==> src/rtl/serial_adder_pkg.sv <==
`default_nettype none
// +----------------------------------------------------------------------+
// | Module   : serial_adder_pkg                                          |
// | Purpose  : Shared nibble width and controller state encoding.        |
// | Revision : 1.0                                                       |
// +----------------------------------------------------------------------+
package serial_adder_pkg;

  localparam int NIBBLE_W = 4;

  typedef enum logic [1:0] {
    IDLE = 2'd0,
    RUN  = 2'd1,
    DONE = 2'd2
  } state_t;

endpackage
`default_nettype wire

==> src/rtl/fourBitAdder.sv <==
`default_nettype none
// +----------------------------------------------------------------------+
// | Module   : fourBitAdder                                              |
// | Purpose  : 4-bit ripple-carry adder built from full-adder cells.     |
// | Revision : 1.0                                                       |
// +----------------------------------------------------------------------+
module fourBitAdder (
  input  logic [3:0] a,
  input  logic [3:0] b,
  input  logic       cin,
  output logic [3:0] sum,
  output logic       cout
);

  logic [4:0] w_c;

  assign w_c[0] = cin;

  for (genvar i = 0; i < 4; i++) begin : g_bit
    assign sum[i]   = a[i] ^ b[i] ^ w_c[i];
    assign w_c[i+1] = (a[i] & b[i]) | (w_c[i] & (a[i] ^ b[i]));
  end

  assign cout = w_c[4];

endmodule
`default_nettype wire

==> src/rtl/serial_nibble_adder.sv <==
`default_nettype none
// +----------------------------------------------------------------------+
// | Module   : serial_nibble_adder                                       |
// | Purpose  : Wide add/subtract done one nibble per clock, LSB first.   |
// | Revision : 1.0                                                       |
// +----------------------------------------------------------------------+
module serial_nibble_adder
  import serial_adder_pkg::*;
#(
  parameter int NIBBLES = 4
) (
  input  logic                        clk,
  input  logic                        rst,
  input  logic                        start,
  input  logic [NIBBLE_W*NIBBLES-1:0] a,
  input  logic [NIBBLE_W*NIBBLES-1:0] b,
  input  logic                        cin,
  input  logic                        sub,
  output logic                        busy,
  output logic                        done,
  output logic [NIBBLE_W*NIBBLES-1:0] sum,
  output logic                        cout,
  output logic                        ovf
);

  localparam int W     = NIBBLE_W * NIBBLES;
  localparam int IDX_W = $clog2(NIBBLES);

  localparam logic [IDX_W-1:0] c_last_idx = IDX_W'(NIBBLES - 1);

  state_t             r_state;
  state_t             w_state_next;
  logic [IDX_W-1:0]   r_idx;
  logic [W-1:0]       r_a;
  logic [W-1:0]       r_b;
  logic               r_carry;
  logic [W-1:0]       r_acc;

  logic [NIBBLE_W-1:0] w_a_nib;
  logic [NIBBLE_W-1:0] w_b_nib;
  logic [NIBBLE_W-1:0] w_nib_sum;
  logic                w_nib_cout;
  logic [W-1:0]        w_acc_next;
  logic                w_last;

  fourBitAdder u_nibble_adder (
    .a    (w_a_nib),
    .b    (w_b_nib),
    .cin  (r_carry),
    .sum  (w_nib_sum),
    .cout (w_nib_cout)
  );

  always_comb begin
    w_state_next = r_state;
    w_a_nib      = r_a[r_idx*NIBBLE_W +: NIBBLE_W];
    w_b_nib      = r_b[r_idx*NIBBLE_W +: NIBBLE_W];
    w_last       = (r_idx == c_last_idx);
    // Accumulator with the current slice merged in, so the final edge can
    // publish the complete result without waiting one more cycle.
    w_acc_next   = r_acc;
    w_acc_next[r_idx*NIBBLE_W +: NIBBLE_W] = w_nib_sum;

    case (r_state)
      IDLE:    if (start) w_state_next = RUN;
      RUN:     if (w_last) w_state_next = DONE;
      DONE:    w_state_next = IDLE;
      default: w_state_next = IDLE;
    endcase
  end

  always_ff @(posedge clk) begin
    if (rst) begin
      r_state <= IDLE;
      r_idx   <= '0;
      r_a     <= '0;
      r_b     <= '0;
      r_carry <= 1'b0;
      r_acc   <= '0;
      sum     <= '0;
      cout    <= 1'b0;
      ovf     <= 1'b0;
    end else begin
      r_state <= w_state_next;
      case (r_state)
        IDLE: begin
          if (start) begin
            r_a     <= a;
            r_b     <= sub ? ~b : b;
            r_carry <= sub ? 1'b1 : cin;
            r_idx   <= '0;
          end
        end
        RUN: begin
          r_acc   <= w_acc_next;
          r_carry <= w_nib_cout;
          r_idx   <= r_idx + IDX_W'(1);
          if (w_last) begin
            sum  <= w_acc_next;
            cout <= w_nib_cout;
            ovf  <= (r_a[W-1] == r_b[W-1]) && (w_acc_next[W-1] != r_a[W-1]);
          end
        end
        default: ;
      endcase
    end
  end

  assign busy = (r_state != IDLE);
  assign done = (r_state == DONE);

endmodule
`default_nettype wire

==> config.mk <==
export PLATFORM = sky130hd
export DESIGN_NAME = serial_nibble_adder
export DESIGN_NICKNAME = d
export VERILOG_FILES = /design/src/rtl/serial_adder_pkg.sv /design/src/rtl/fourBitAdder.sv /design/src/rtl/serial_nibble_adder.sv
export SDC_FILE = /design/constraint.sdc
export NUM_CORES = 1
export LEC_CHECK = 0
export ABC_AREA = 1
export CORE_MARGIN = 2
export CORE_UTILIZATION = 57
export DETAILED_ROUTE_END_ITERATION = 16
export MAX_ROUTING_LAYER = met4
export PLACE_DENSITY = 0.91
export SLEW_MARGIN = 20
export SYNTH_ARGS = -nofsm -noshare
export SYNTH_HDL_FRONTEND = slang
export SYNTH_SLANG_ARGS = --single-unit
==> constraint.sdc <==
create_clock -name clk -period 4.57 [get_ports clk]
set_input_delay 0.914 -clock clk [delete_from_list [all_inputs] [get_ports clk]]
set_output_delay 0.914 -clock clk [all_outputs]
set_load 0.03 [all_outputs]
==> impl_results.md, run 1 <==
- Hold buffer count at CTS: 0
- Max Freq: 0.291 GHz
- Warnings from Yosys: 0
- Pins Over Slew Limit: 0
- First-pass GRT wire length: 12200 µm
- Cells taking the most area after synthesis: dfxtp_1, o21ai_0, inv_1
- Starting Density: 0.580
- Shortest clock period the worst path allows after layout: 3.44 ns
- HPWL Detailed: 5340 µm
- Final std cells w/o fill: 585
- Maximum fanout along the worst path: 31
- Worst vdd ir: 0.196 mV
- Setup tns final: 0 ns
- Unrepaired setup endpoints after global routing: no
- Clock tree root buffer cell: clkbuf_8
- Y dimension of the die: 81.2 µm
- Area of combinational cells with multiple inputs: 1570 µm²
- Post-synthesis instance area: 3390 µm²
- Insertion delay of the later-clocked pin in the worst-skew pair: 0.35 ns
- # fillers: 469
- Routed length per placed instance: 12.7 µm
- DR pass1 iterations: 4
- Deepest clock path buffer count: 2
- Transition time at the pin with the least slew margin: 0.835 ns
- Total nets after synthesis: 507
- Placed Cells: 570
- Total global routing track utilization: 0.251
- Initial antenna violation count: 0
- DRC Markers: 0
- Hold violation total from the final report: 0
- Clock tree from TritonCTS: done
- Global Route met2 Usage: 0.404
- Met3 demand-to-capacity share in global routing: 0.0667
- Most common cell after layout, fill and taps aside: dfxtp_1
- Proportion of layout cells with a drive suffix above 1: 0.0451
- Element type at the critical path end: flip-flop
- Synthesized instance count: 460
- Number of I/O pins: 57
- Row Count: 28
- Distinct cells, synth: 28
- Drt via density: 5.23
- Cell Area, Placed: 3950 µm²
- Flip-flop and latch count after synthesis: 71
- Fraction of post-synthesis cell area in the top cell type by area: 0.419
- Gates resized, CTS repair: 0
- # Max-Cap Violations: 0
- Buffers added on ports: 56
- # H-tree levels: 3
- Setup slack on the worst flop-to-flop path: 1.13 ns
- Mean cell area of the mapped netlist: 7.38 µm²
- Power per standard cell area: 334 nW/µm²
- Total via count in the routed design: 3059
- Leakage component of the power: 1.92 nW
- Remaining Overflow, GRT: 0
- Seq. cell area: 1420 µm²
- DIE AREA: 6590 µm²
- Post-synthesis cell type with the largest combined area: dfxtp_1
- Clock transition time at the flip-flop clock pins of the worst setup and hold paths: 0.07 ns
- Core Footprint: 5850 µm²
- Proportion of synthesized chip area in sequential cells: 0.419
- Critical Path Source Type: flip-flop
- Post-layout instance area: 4110 µm²
- Arrival @ worst endpoint: 3.68 ns
- Sink Count: 71
- Top library cells by usage in the layout, fill and taps aside: dfxtp_1, inv_1, nor2_1
- Share of the clock period used by the worst path after layout: 0.752
- Status: finished, final reports clean
- Width of the chip: 81.2 µm
- Met1 Usage GRT: 0.291
- DRT antenna net count: 0
- Number of failing setup endpoints in the final timing report: 0
- Required time at the endpoint of the critical path: 4.81 ns
- Worst hold-check path type: flip-flop to flip-flop
- Number of buffers inserted to repair setup after CTS: 0
- Number of global-route vias before repair: 2813
- Normalized max-slew margin: 0.442
- Worst setup path class: flip-flop to flip-flop
- First-iteration detailed-routing DRC count: 167
- Wire length reported by the detailed router: 7450 µm
- Antenna diode instance count: 0
- Pin count of the biggest net entering global routing: 43
- Number of clock buffers inserted by TritonCTS: 9
- Gpl congestion: 0.922
- Nets: 553
- Area added between synthesis and finish: 21.1%
- Most Used Layer, Global Route: met2
- Worst clock skew: 0.00619 ns
[flip-flops by register name (all words and copies together), names as in the netlist]
signal / flops
sum: 16
ovf: 1
r_carry: 1
r_acc: 16
r_idx: 2
r_state: 2
r_b: 16
cout: 1
r_a: 16
[power breakdown]
group	switching [mW]	internal (mW)
sequential	0.0199	0.660
combinational	0.158	0.109
clock	0.216	0.209
total	0.395	0.978
[kinds of logic (layout without fill, tap and decap cells)]
logic type | after synthesis | count (layout) | share of synthesized area
AO/OA/AOI/OAI | 129 | 129 | 0.210
XOR/XNOR | 16 | 16 | 0.0413
adder cells (fa/ha/maj) | 10 | 10 | 0.0457
flip-flops | 71 | 71 | 0.419
buffers and inverters | 99 | 149 | 0.119
AND/OR/NAND/NOR | 135 | 135 | 0.166
[area by class of cell]
cell class                 instances  area share
multi-input combinational        290       0.382
sequential                        71       0.346
timing repair buffer              60       0.144
inverter                          74      0.0676
clock buffer                      14      0.0371
tap                               75      0.0228
clock inverter                     1     0.00122
[critical path, stage by stage (launching register included)]
cell     delay [ns]
dfxtp_1        0.30
buf_4          0.22
inv_1          0.40
nand2_1        0.10
a32o_1         0.26
fa_1           0.38
inv_1          0.08
fa_1           0.16
inv_1          0.05
fa_1           0.35
inv_1          0.07
fa_1           0.44
nand3_1        0.12
o21ai_0        0.14
o21ai_0        0.18
inv_1          0.06
[metrics by stage]
stage	setup slack (ns)	utilization	hold WS (ns)	power, mW
2_1_floorplan	1.45	-	0.425	0.877
3_3_place_gp	1.25	0.676	0.448	0.950
3_5_place_dp	1.16	0.676	0.455	0.959
4_1_cts	1.15	0.703	0.464	1.38
5_1_grt	0.843	0.703	0.479	1.44
6_report	1.13	0.703	0.462	1.37
[cells in the mapped netlist, drive strengths merged]
library cell and instances:
dfxtp 71, a211oi 12, clkbuf 14, nand3 12, nand4 4, fa 4, xor2 4, o22ai 15
nor2 64, a32o 2, o21ai 70, ha 6, nand2 55, xnor2 12, inv 74, buf 11
o21a 3, a21oi 27
[routing by layer]
metal / vias to the layer above / routed length [µm]
li1: 1570 / -
met1: 1379 / 3280
met2: 93 / 3640
met3: 17 / 376
met4: 0 / 163
met5: - / 0
[worst paths after layout]
kind                                            start                     end  depth (start not counted)
worst max-delay path            r_idx[0]$_SDFFE_PP0P_  r_acc[15]$_SDFFE_PP0P_                         15
worst min-delay path             r_b[14]$_SDFFE_PP0P_    r_b[14]$_SDFFE_PP0P_                          2
worst max register to register  r_idx[0]$_SDFFE_PP0P_  r_acc[15]$_SDFFE_PP0P_                         15
worst min register to register   r_b[14]$_SDFFE_PP0P_    r_b[14]$_SDFFE_PP0P_                          2
No activity file was read; power rests on OpenSTA's default activity.
==> run 2, diff against run 1 <==
--- a/config.mk
+++ b/config.mk
@@ -7,10 +7,10 @@
 export LEC_CHECK = 0
 export ABC_AREA = 1
 export CORE_MARGIN = 2
-export CORE_UTILIZATION = 57
+export CORE_UTILIZATION = 48
 export DETAILED_ROUTE_END_ITERATION = 16
 export MAX_ROUTING_LAYER = met4
-export PLACE_DENSITY = 0.91
+export PLACE_DENSITY = 0.82
 export SLEW_MARGIN = 20
 export SYNTH_ARGS = -nofsm -noshare
 export SYNTH_HDL_FRONTEND = slang
==> constraint.sdc (replaced) <==
create_clock -name clk -period 3 [get_ports clk]
set_input_delay 0.6 -clock clk [delete_from_list [all_inputs] [get_ports clk]]
set_output_delay 0.6 -clock clk [all_outputs]
set_load 0.03 [all_outputs]
==> run 2 against run 1 <==
Against the previous run:
- non-clock buffer count increased by 12
- highest routed layer unchanged
- largest power group unchanged
- fmax increased by 19%
- first-iteration DRC count increased by 20%
- clock power increased by 45%
==> impl_results.md, run 2 (synthesis results as in run 1) <==
- Post-layout instance area: 4270 µm² (was 4110 µm²)
- Top library cells by usage in the layout, fill and taps aside: dfxtp_1, inv_1, nor2_1 (unchanged)
- Critical Path Source Type: flip-flop (unchanged)
- Insertion delay of the later-clocked pin in the worst-skew pair: 0.35 ns (about the same)
- Wire length reported by the detailed router: 7820 µm (was 7450 µm)
- Remaining Overflow, GRT: 0 (unchanged)
- Max Freq: 0.346 GHz (was 0.291 GHz)
- Worst hold-check path type: flip-flop to flip-flop (unchanged)
- Cell Area, Placed: 4060 µm² (was 3950 µm²)
- Area added between synthesis and finish: 25.8% (was 21.1%)
- Clock transition time at the flip-flop clock pins of the worst setup and hold paths: 0.07 ns (about the same)
- Share of the clock period used by the worst path after layout: 0.963 (was 0.752)
- First-iteration detailed-routing DRC count: 200 (was 167)
- Gpl congestion: 0.858 (was 0.922)
- # Max-Cap Violations: 0 (unchanged)
- Worst setup margin: 0.112 ns (was 1.13 ns)
- Element type at the critical path end: flip-flop (unchanged)
- DRT antenna net count: 0 (unchanged)
- Hold violation total from the final report: 0 (unchanged)
- Sink Count: 71 (unchanged)
- Power per standard cell area: 492 nW/µm² (was 334 nW/µm²)
- Width of the chip: 88.1 µm (was 81.2 µm)
- Clock tree from TritonCTS: done (unchanged)
- Worst clock skew: 0.00473 ns (was 0.00619 ns)
- Total via count in the routed design: 3088 (was 3059)
- DRC Markers: 0 (unchanged)
- Routed length per placed instance: 12.7 µm (about the same)
- Proportion of layout cells with a drive suffix above 1: 0.0940 (was 0.0451)
- Status: finished, final reports clean (unchanged)
- Drt via density: 5.00 (was 5.23)
- Shortest clock period the worst path allows after layout: 2.89 ns (was 3.44 ns)
- Y dimension of the die: 88.1 µm (was 81.2 µm)
- Transition time at the pin with the least slew margin: 0.875 ns (was 0.835 ns)
- Worst vdd ir: 0.286 mV (was 0.196 mV)
- Antenna diode instance count: 0 (unchanged)
- Clock tree root buffer cell: clkbuf_8 (unchanged)
- Arrival @ worst endpoint: 3.18 ns (was 3.68 ns)
- Pins Over Slew Limit: 0 (unchanged)
- Number of I/O pins: 57 (unchanged)
- HPWL Detailed: 5570 µm (was 5340 µm)
- Nets: 565 (was 553)
- Deepest clock path buffer count: 2 (unchanged)
- Number of clock buffers inserted by TritonCTS: 9 (unchanged)
- Number of failing setup endpoints in the final timing report: 0 (unchanged)
- Worst setup path class: flip-flop to flip-flop (unchanged)
- Row Count: 30 (was 28)
- Setup tns final: 0 ns (unchanged)
- Post-placement worst setup slack: -0.0279 ns (was 1.16 ns)
- Post-route worst hold slack: 0.483 ns (was 0.462 ns)
- Final core utilization: 0.625 (was 0.703)
- Normalized max-slew margin: 0.415 (was 0.442)
- Pin count of the biggest net entering global routing: 33 (was 43)
- # fillers: 635 (was 469)
- Leakage component of the power: 1.99 nW (was 1.92 nW)
- DIE AREA: 7760 µm² (was 6590 µm²)
- Buffers added on ports: 56 (unchanged)
- Number of global-route vias before repair: 2905 (was 2813)
- Initial antenna violation count: 0 (unchanged)
- Core Footprint: 6830 µm² (was 5850 µm²)
- First-pass GRT wire length: 12600 µm (was 12200 µm)
- Most common cell after layout, fill and taps aside: dfxtp_1 (unchanged)
- # H-tree levels: 3 (unchanged)
- Total global routing track utilization: 0.216 (was 0.251)
- Starting Density: 0.497 (was 0.580)
- DR pass1 iterations: 5 (was 4)
- Required time at the endpoint of the critical path: 3.29 ns (was 4.81 ns)
- Maximum fanout along the worst path: 9 (was 31)
[run 2: changes by cell type in the layout (fill, tap and decap cells not counted), sizes merged]
cell	change
buf	+12
clkbuf	-2
clkinv	+1
[run 2: cell type report]
| cell class | count | area (µm²) | share of cell area |
|---|---|---|---|
| Tap cell | 96 | 120 | 0.0281 |
| Multi-Input combinational cell | 290 | 1600 | 0.375 |
| Timing Repair Buffer | 72 | 701 | 0.164 |
| Inverter | 74 | 278 | 0.0650 |
| Clock inverter | 2 | 10.0 | 0.00234 |
| Sequential cell | 71 | 1430 | 0.334 |
| Clock buffer | 12 | 135 | 0.0316 |
[run 2: final timing paths]
check,slack (ns),from,end,depth (start not counted)
max,0.11,r_idx[0]$_SDFFE_PP0P_,sum[15]$_SDFFE_PP0P_,16
min reg2reg,0.48,sum[15]$_SDFFE_PP0P_,sum[15]$_SDFFE_PP0P_,2
max reg2reg,0.11,r_idx[0]$_SDFFE_PP0P_,sum[15]$_SDFFE_PP0P_,16
min,0.48,sum[15]$_SDFFE_PP0P_,sum[15]$_SDFFE_PP0P_,2
[run 2: what timing repair did]
| action | in CTS | in global routing |
|---|---|---|
| setup buffers | 0 | 3 |
| hold buffers | 0 | 0 |
| pin swaps | 0 | 1 |
| resized for setup | 2 | 20 |
| setup endpoints to repair | 2 | 9 |
[run 2: stage by stage]
| stage | cells | power, mW |
|---|---|---|
| after floorplan | 460 | 1.34 |
| after global placement | 600 | 1.46 |
| after detailed placement | 600 | 1.48 |
| after CTS | 614 | 2.09 |
| after global routing | 617 | 2.21 |
| final | 617 | 2.10 |
[run 2: where the power goes]
group / switching [mW] / internal [mW] / total [mW] / leakage, nW
clock network: 0.327 / 0.289 / 0.615 / 0.0761
registers: 0.0336 / 1.01 / 1.04 / 0.584
logic: 0.257 / 0.189 / 0.445 / 1.33
total: 0.617 / 1.48 / 2.10 / 1.99
[run 2: worst max-delay path, stage by stage (launching register included)]
cell     delay, ns
dfxtp_4       0.37
buf_8         0.14
o21ai_2       0.13
a21oi_2       0.05
a21oi_2       0.12
fa_2          0.20
inv_1         0.05
fa_2          0.33
inv_2         0.06
fa_2          0.18
inv_1         0.06
fa_1          0.59
nand3_1       0.14
o21ai_2       0.19
buf_4         0.13
nand2_1       0.04
nand2_1       0.05
[run 2: routing by layer]
metal / track usage / wire length [µm] / vias to the layer above
met3: 0.0405 / 419 / 16
met2: 0.365 / 3850 / 96
met4: 0.0964 / 153 / 0
met5: - / 0 / -
li1: - / - / 1589
met1: 0.248 / 3400 / 1387
==> run 3, diff against run 2 <==
--- a/config.mk
+++ b/config.mk
@@ -9,6 +9,7 @@
 export CORE_MARGIN = 2
 export CORE_UTILIZATION = 48
 export DETAILED_ROUTE_END_ITERATION = 16
+export GPL_ROUTABILITY_DRIVEN = 1
 export MAX_ROUTING_LAYER = met4
 export PLACE_DENSITY = 0.82
 export SLEW_MARGIN = 20
==> results of run 3 <==
Same layout as run 2: the final DEF is identical, and so are final timing and power.
